`src/rtl/tile_pixel_renderer.sv`:
```
// rtl/tile_pixel_renderer.sv - 3-stage tile map / sprite to RGB pipeline with aligned syncs
// Optional: COIN_BLINK_EN makes coin tiles blink with frame_count[4].
module tile_pixel_renderer #(
    parameter int BDR             = 0,
    parameter int SKY             = 1,
    parameter int BLK             = 2,
    parameter int GND             = 3,
    parameter int TKN             = 4,
    parameter int CK1             = 5,
    parameter int CK2             = 6,
    parameter int CHARACTER_WIDTH = 42,
    parameter int SCREEN_WIDTH    = 640,
    parameter int SCREEN_HEIGHT   = 480,
    parameter int BLOCK_WIDTH     = 40
) (
    input  logic                      vga_clock,
    input  logic                      reset,
    input  logic [9:0]                pixel_x,
    input  logic [9:0]                pixel_y,
    input  logic                      pixel_valid,
    input  logic                      hsync_in,
    input  logic                      vsync_in,
    input  logic [11:0][16:0][7:0]    background,
    input  logic signed [31:0]        mario_x,
    input  logic signed [31:0]        mario_y,
    input  logic signed [31:0]        goomba_x,
    input  logic signed [31:0]        goomba_y,
    input  logic signed [31:0]        goomba_2x,
    input  logic signed [31:0]        goomba_2y,
    input  logic                      win,
    input  logic                      lose,
    output logic [7:0]                red,
    output logic [7:0]                green,
    output logic [7:0]                blue,
    output logic                      hsync_out,
    output logic                      vsync_out,
    output logic [15:0]               frame_count
);
    localparam logic [23:0] RGB_MARIO   = 24'hE40058;
    localparam logic [23:0] RGB_GOOMBA  = 24'h883800;
    localparam logic [23:0] RGB_GOOMBA2 = 24'hC07000;
    localparam logic [23:0] RGB_BDR     = 24'h000000;
    localparam logic [23:0] RGB_SKY     = 24'h5C94FC;
    localparam logic [23:0] RGB_BLK     = 24'hB84C0C;
    localparam logic [23:0] RGB_GND     = 24'h00A800;
    localparam logic [23:0] RGB_CK1     = 24'hFFFFFF;
    localparam logic [23:0] RGB_CK2     = 24'hC0C0C0;
    localparam logic [23:0] RGB_COIN    = 24'hFCD800;
    localparam logic [23:0] RGB_BAD     = 24'hFF00FF;
    localparam logic [23:0] RGB_WIN     = 24'h00FF00;

    function automatic logic in_box(input logic signed [31:0] p, input logic signed [31:0] s);
        return (p >= s) && (p <= s + (CHARACTER_WIDTH - 1));
    endfunction

    logic [9:0]         col_div, row_div;
    logic [9:0]         x1_d, x1_q, y1_d, y1_q;
    logic [4:0]         col1_d, col1_q;
    logic [3:0]         row1_d, row1_q;
    logic               off1_d, off1_q, valid1_d, valid1_q, hs1_d, hs1_q, vs1_d, vs1_q;

    logic signed [31:0] xs, ys;
    logic [9:0]         col_base, row_base;
    logic [7:0]         tile2_d, tile2_q;
    logic [9:0]         ox2_d, ox2_q, oy2_d, oy2_q, x2_d, x2_q, y2_d, y2_q;
    logic               mario_hit2_d, mario_hit2_q, goomba_hit2_d, goomba_hit2_q;
    logic               goomba2_hit2_d, goomba2_hit2_q;
    logic               valid2_d, valid2_q, hs2_d, hs2_q, vs2_d, vs2_q;
    logic               win2_d, win2_q, lose2_d, lose2_q;

    logic               coin_on;
    logic [23:0]        tile_rgb, mux_rgb, rgb3_d, rgb3_q;
    logic               hs3_d, hs3_q, vs3_d, vs3_q;
    logic               vs_prev_d, vs_prev_q;
    logic [15:0]        frame_count_d, frame_count_q;

    // S1: tile coordinates; off-map pixels get a safe (0,0) index and are forced to BDR later.
    always_comb begin
        col_div  = pixel_x / 10'(BLOCK_WIDTH);
        row_div  = pixel_y / 10'(BLOCK_WIDTH);
        off1_d   = (col_div > 10'd16) || (row_div > 10'd11);
        col1_d   = off1_d ? 5'd0 : col_div[4:0];
        row1_d   = off1_d ? 4'd0 : row_div[3:0];
        x1_d     = pixel_x;
        y1_d     = pixel_y;
        valid1_d = pixel_valid;
        hs1_d    = hsync_in;
        vs1_d    = vsync_in;
    end

    // S2: map lookup, in-tile offset and signed sprite box tests.
    always_comb begin
        xs             = {22'd0, x1_q};
        ys             = {22'd0, y1_q};
        col_base       = 10'(col1_q) * 10'(BLOCK_WIDTH);
        row_base       = 10'(row1_q) * 10'(BLOCK_WIDTH);
        tile2_d        = off1_q ? 8'(BDR) : background[row1_q][col1_q];
        ox2_d          = x1_q - col_base;
        oy2_d          = y1_q - row_base;
        mario_hit2_d   = valid1_q && in_box(xs, mario_x) && in_box(ys, mario_y);
        goomba_hit2_d  = valid1_q && in_box(xs, goomba_x) && in_box(ys, goomba_y);
        goomba2_hit2_d = valid1_q && in_box(xs, goomba_2x) && in_box(ys, goomba_2y);
        x2_d           = x1_q;
        y2_d           = y1_q;
        valid2_d       = valid1_q;
        hs2_d          = hs1_q;
        vs2_d          = vs1_q;
        win2_d         = win;
        lose2_d        = lose;
    end

    // S3: colour mux, overlays and blanking.
    always_comb begin
`ifdef COIN_BLINK_EN
        coin_on = (ox2_q >= 10'd8) && (ox2_q <= 10'd31) && (oy2_q >= 10'd8) && (oy2_q <= 10'd31)
                  && !frame_count_q[4];
`else
        coin_on = (ox2_q >= 10'd8) && (ox2_q <= 10'd31) && (oy2_q >= 10'd8) && (oy2_q <= 10'd31);
`endif
        case (tile2_q)
            8'(BDR): tile_rgb = RGB_BDR;
            8'(SKY): tile_rgb = RGB_SKY;
            8'(BLK): tile_rgb = RGB_BLK;
            8'(GND): tile_rgb = RGB_GND;
            8'(TKN): tile_rgb = coin_on ? RGB_COIN : RGB_SKY;
            8'(CK1): tile_rgb = RGB_CK1;
            8'(CK2): tile_rgb = RGB_CK2;
            default: tile_rgb = RGB_BAD;
        endcase

        if (mario_hit2_q)        mux_rgb = RGB_MARIO;
        else if (goomba_hit2_q)  mux_rgb = RGB_GOOMBA;
        else if (goomba2_hit2_q) mux_rgb = RGB_GOOMBA2;
        else                     mux_rgb = tile_rgb;

        if (!valid2_q)
            rgb3_d = 24'h000000;
        else if (lose2_q)
            rgb3_d = {8'hFF, 1'b0, mux_rgb[15:9], 1'b0, mux_rgb[7:1]};
        else if (win2_q && ((x2_q < 10'd4) || (x2_q >= 10'(SCREEN_WIDTH - 4)) ||
                            (y2_q < 10'd4) || (y2_q >= 10'(SCREEN_HEIGHT - 4))))
            rgb3_d = RGB_WIN;
        else
            rgb3_d = mux_rgb;

        hs3_d         = hs2_q;
        vs3_d         = vs2_q;
        vs_prev_d     = vsync_in;
        frame_count_d = (vs_prev_q && !vsync_in) ? frame_count_q + 16'd1 : frame_count_q;
    end

    always_ff @(posedge vga_clock or negedge reset) begin
        if (!reset) begin
            x1_q           <= '0;
            y1_q           <= '0;
            col1_q         <= '0;
            row1_q         <= '0;
            off1_q         <= 1'b0;
            valid1_q       <= 1'b0;
            hs1_q          <= 1'b1;
            vs1_q          <= 1'b1;
            tile2_q        <= '0;
            ox2_q          <= '0;
            oy2_q          <= '0;
            x2_q           <= '0;
            y2_q           <= '0;
            mario_hit2_q   <= 1'b0;
            goomba_hit2_q  <= 1'b0;
            goomba2_hit2_q <= 1'b0;
            valid2_q       <= 1'b0;
            hs2_q          <= 1'b1;
            vs2_q          <= 1'b1;
            win2_q         <= 1'b0;
            lose2_q        <= 1'b0;
            rgb3_q         <= '0;
            hs3_q          <= 1'b1;
            vs3_q          <= 1'b1;
            vs_prev_q      <= 1'b1;
            frame_count_q  <= '0;
        end else begin
            x1_q           <= x1_d;
            y1_q           <= y1_d;
            col1_q         <= col1_d;
            row1_q         <= row1_d;
            off1_q         <= off1_d;
            valid1_q       <= valid1_d;
            hs1_q          <= hs1_d;
            vs1_q          <= vs1_d;
            tile2_q        <= tile2_d;
            ox2_q          <= ox2_d;
            oy2_q          <= oy2_d;
            x2_q           <= x2_d;
            y2_q           <= y2_d;
            mario_hit2_q   <= mario_hit2_d;
            goomba_hit2_q  <= goomba_hit2_d;
            goomba2_hit2_q <= goomba2_hit2_d;
            valid2_q       <= valid2_d;
            hs2_q          <= hs2_d;
            vs2_q          <= vs2_d;
            win2_q         <= win2_d;
            lose2_q        <= lose2_d;
            rgb3_q         <= rgb3_d;
            hs3_q          <= hs3_d;
            vs3_q          <= vs3_d;
            vs_prev_q      <= vs_prev_d;
            frame_count_q  <= frame_count_d;
        end
    end

    assign red         = rgb3_q[23:16];
    assign green       = rgb3_q[15:8];
    assign blue        = rgb3_q[7:0];
    assign hsync_out   = hs3_q;
    assign vsync_out   = vs3_q;
    assign frame_count = frame_count_q;

endmodule
```
`config.mk`:
```
export PLATFORM = sky130hd
export DESIGN_NAME = tile_pixel_renderer
export DESIGN_NICKNAME = d
export VERILOG_FILES = /design/src/rtl/tile_pixel_renderer.sv
export SDC_FILE = /design/constraint.sdc
export NUM_CORES = 1
export LEC_CHECK = 0
export CELL_PAD_IN_SITES_DETAIL_PLACEMENT = 1
export CELL_PAD_IN_SITES_GLOBAL_PLACEMENT = 2
export CORE_AREA = 4 4 738 740
export DETAILED_ROUTE_END_ITERATION = 10
export DIE_AREA = 0 0 742 744
export PLACE_DENSITY_LB_ADDON = 0.1
export REMOVE_ABC_BUFFERS = 1
export SLEW_MARGIN = 15
export SYNTH_ARGS = -nofsm -noshare
export SYNTH_HDL_FRONTEND = slang
export SYNTH_SLANG_ARGS = --single-unit
```
`constraint.sdc`:
```
create_clock -name vga_clock -period 4.1 [get_ports vga_clock]
set_input_delay 0.82 -clock vga_clock [delete_from_list [all_inputs] [get_ports vga_clock]]
set_output_delay 0.82 -clock vga_clock [all_outputs]
set_load 0.05 [all_outputs]
```
==> impl_metrics.env <==
export IMPL_status="complete, no violations"
export IMPL_reg2regPathDepth=9
export IMPL_drive_gt1_share_pct=20.8
export IMPL_ant_nets=0
export IMPL_crit_path_end="tile2_q[2]"
export IMPL_arrival_ps=4260
export IMPL_die_w_microns=742
export IMPL_dieArea_sq_mm=0.552
export IMPL_clkTransAtPathRegs_ps=90
export IMPL_hold_viol=0
export IMPL_crit_fanout=25
export IMPL_relSlewSlack_pct=28.2
export IMPL_ir_drop_v=0.000164
export IMPL_layout_min_cycle_time_ps=3840
export IMPL_tightest_slew_ps=1070
export IMPL_fmax_mhz=261
export IMPL_fin_crit_sh_pct=93.6
export IMPL_synthesis_area_sq_mm=0.0246
export IMPL_syn2layout_area_growth_pct=127
export IMPL_cp_required_ps=4520
export IMPL_critPathCaptureType="flip-flop"
export IMPL_drcViolationCount=0
export IMPL_vias=34300
export IMPL_cts_made_buffers=25
export IMPL_nNetsFinal=6272
export IMPL_netlist_top_cells_area="mux4_2, dfrtp_1, ha_1"
export IMPL_cts_sinks=120
export IMPL_ys_seq_area_share_pct=12.2
export IMPL_worstSetupPathType="reg -> reg"
export IMPL_clk_latency_ps=580
export IMPL_synthCells=2227
export IMPL_r2r_start="row1_q[1]"
export IMPL_ys_ff_latch=120
export IMPL_synth_area_leader_cell="mux4_2"
export IMPL_port_buffers=1892
export IMPL_firstDrtPassIters=5
export IMPL_final_cells=11700
export IMPL_hold_ws_ps=161
export IMPL_vias_per_cell=2.93
export IMPL_grt_max_degree=53
export IMPL_synth_top_area_share_pct=44.6
export IMPL_place_ws_ps=-522
export IMPL_leakage_nw=17.4
export IMPL_synth_distinct_cells=78
export IMPL_r2r_setup_slack_ps=260
export IMPL_num_io_pins=1893
export IMPL_setup_viol=0
export IMPL_cts_root_buf="clkbuf_16"
export IMPL_row_count=270
export IMPL_slew_viol_final=0
export IMPL_nFillCells=62900
export IMPL_cts_tree="yes"
export IMPL_clock_path_buffers=3
export IMPL_first_global_vias=35400
export IMPL_placed_cells=11400
export IMPL_syn_area_per_cell_sq_um=11.1
export IMPL_reg2reg_to="tile2_q[2]"
export IMPL_cp_start_kind="flip-flop"
export IMPL_cts_max_level=4
export IMPL_fin_worst_skew_ps=54.5
export IMPL_die_h_microns=744
export IMPL_tns_ps=0
export IMPL_antenna_found_initial=742
export IMPL_grt_overflow_total=0
export IMPL_async_flop_share_pct=100
export IMPL_crit_start="row1_q[1]"
export IMPL_core_area_sq_mm=0.539
export IMPL_synth_ff_type="dfrtp_1"
export IMPL_wl_per_cell_microns=41.6
export IMPL_setup_ws_ps=264
export IMPL_rsz0062_at_grt="no"
export IMPL_routed_wl_microns=488000
export IMPL_final_util_pct=10.4
export IMPL_drtIter0Drc=2198
export IMPL_gp_congestion=0.919
export IMPL_synth_most_common_cell="mux4_2"
export IMPL_hold_class="in -> async"
export IMPL_synth_common_cells="mux4_2, ha_1, inv_1, nand2_1, dfrtp_1"
export IMPL_grt_use_total_pct=17.0
export IMPL_synth_edf_count=0
export IMPL_start_util_pct=4.57
export IMPL_powerDensity_mw_per_mm2=191
export IMPL_grt_pass1_wl_microns=569000
export IMPL_ys_warn_count=0
export IMPL_dp_hpwl_microns=453000
export IMPL_max_cap_violations=0
## critical path, cell delays in order, from the launching register on
cell     delay, ps
dfrtp_4        700
buf_12         220
buf_12         220
buf_4          260
mux4_2         330
mux4_2         470
mux2_2         300
o22ai_1        290
nor3_1         260
or4_1          530
## cell usage in the layout, fill, tap and decap left out, types with 25 or more instances in the layout
master and count:
a21oi_1 99, buf_12 38, buf_4 242, clkbuf_16 25
clkdlybuf4s50_1 1885, dfrtp_1 107, diode_2 226, ha_1 149
inv_1 117, mux2_2 51, mux2i_1 29, mux4_2 488
nand2_1 117, nand3_1 65, nand4_1 62, nor2_1 103
nor3_1 66, nor4_1 39, o21ai_0 75, o22ai_1 45
xnor2_1 94
## layout make-up
class                           instances  area [sq um]  share of cell area (%)
Sequential cell                       120          3030                    5.43
Clock inverter                          4          45.0                  0.0807
Clock buffer                           29           671                    1.20
Timing Repair Buffer                 2166         21500                    38.4
Inverter                              118           443                   0.793
Antenna cell                          226           566                    1.01
Multi-Input combinational cell       1837         20600                    36.9
Tap cell                             7208          9020                    16.2
## power by group
group          total (mW)  internal, mW  switching [mW]
Sequential           1.59          1.33           0.259
Clock                2.08          1.21           0.873
Combinational        6.98          3.67            3.32
Total                10.7          6.20            4.45
## worst min path at each step
stage	slack, ps	startpoint	to	depth (start not counted)
2_1_floorplan	350	hs1_q	hs2_q	0
3_3_place_gp	350	hs1_q	hs2_q	0
3_5_place_dp	350	hs2_q	hsync_out	0
4_1_cts	100	reset	frame_count[10]	1
5_1_grt	150	reset	frame_count[10]	1
6_report	160	reset	frame_count[10]	1
## timing repair
item                                    in CTS  in global routing
hold buffers                                 0                  0
endpoints found under the setup margin       3                  1
endpoints found under the hold margin        0                  0
pin swaps                                    0                  2
gates resized for setup                      4                  1
buffers inserted                             2                  0
## cell families after synthesis
logic type	count (synthesis)	synth area share [%]
AO/OA/AOI/OAI	401	10.5
XOR/XNOR	115	4.09
adder cells (fa/ha/maj)	154	7.93
buffers and inverters	270	4.48
flip-flops	120	12.2
multiplexers	571	48.2
AND/OR/NAND/NOR	596	12.5
## metrics by stage
| step | cell area (sq um) | power, mW |
|---|---|---|
| 2_1_floorplan | 24000 | 5.16 |
| 3_3_place_gp | 54500 | 8.83 |
| 3_5_place_dp | 54500 | 8.80 |
| 4_1_cts | 55300 | 11.1 |
| 5_1_grt | 55500 | 11.4 |
| 6_report | 55800 | 10.7 |
## layer usage
metal	part of all wire, %	wire length, microns	track usage (%)
met5	0.42	2040	0
met4	2.9	14300	3.69
met3	8.8	43000	6.67
met1	39	189000	19.3
met2	49	239000	29.9
## registers in the layout, summed over array words and instances (netlist names), 4 cells and up
register	cells
row1_q	4
col1_q	5
frame_count	16
rgb3_q	23
y2_q	8
ox2_q	7
oy2_q	7
y1_q	10
x2_q	8
tile2_q	8
x1_q	10
No activity file was read; power rests on OpenSTA's default activity.
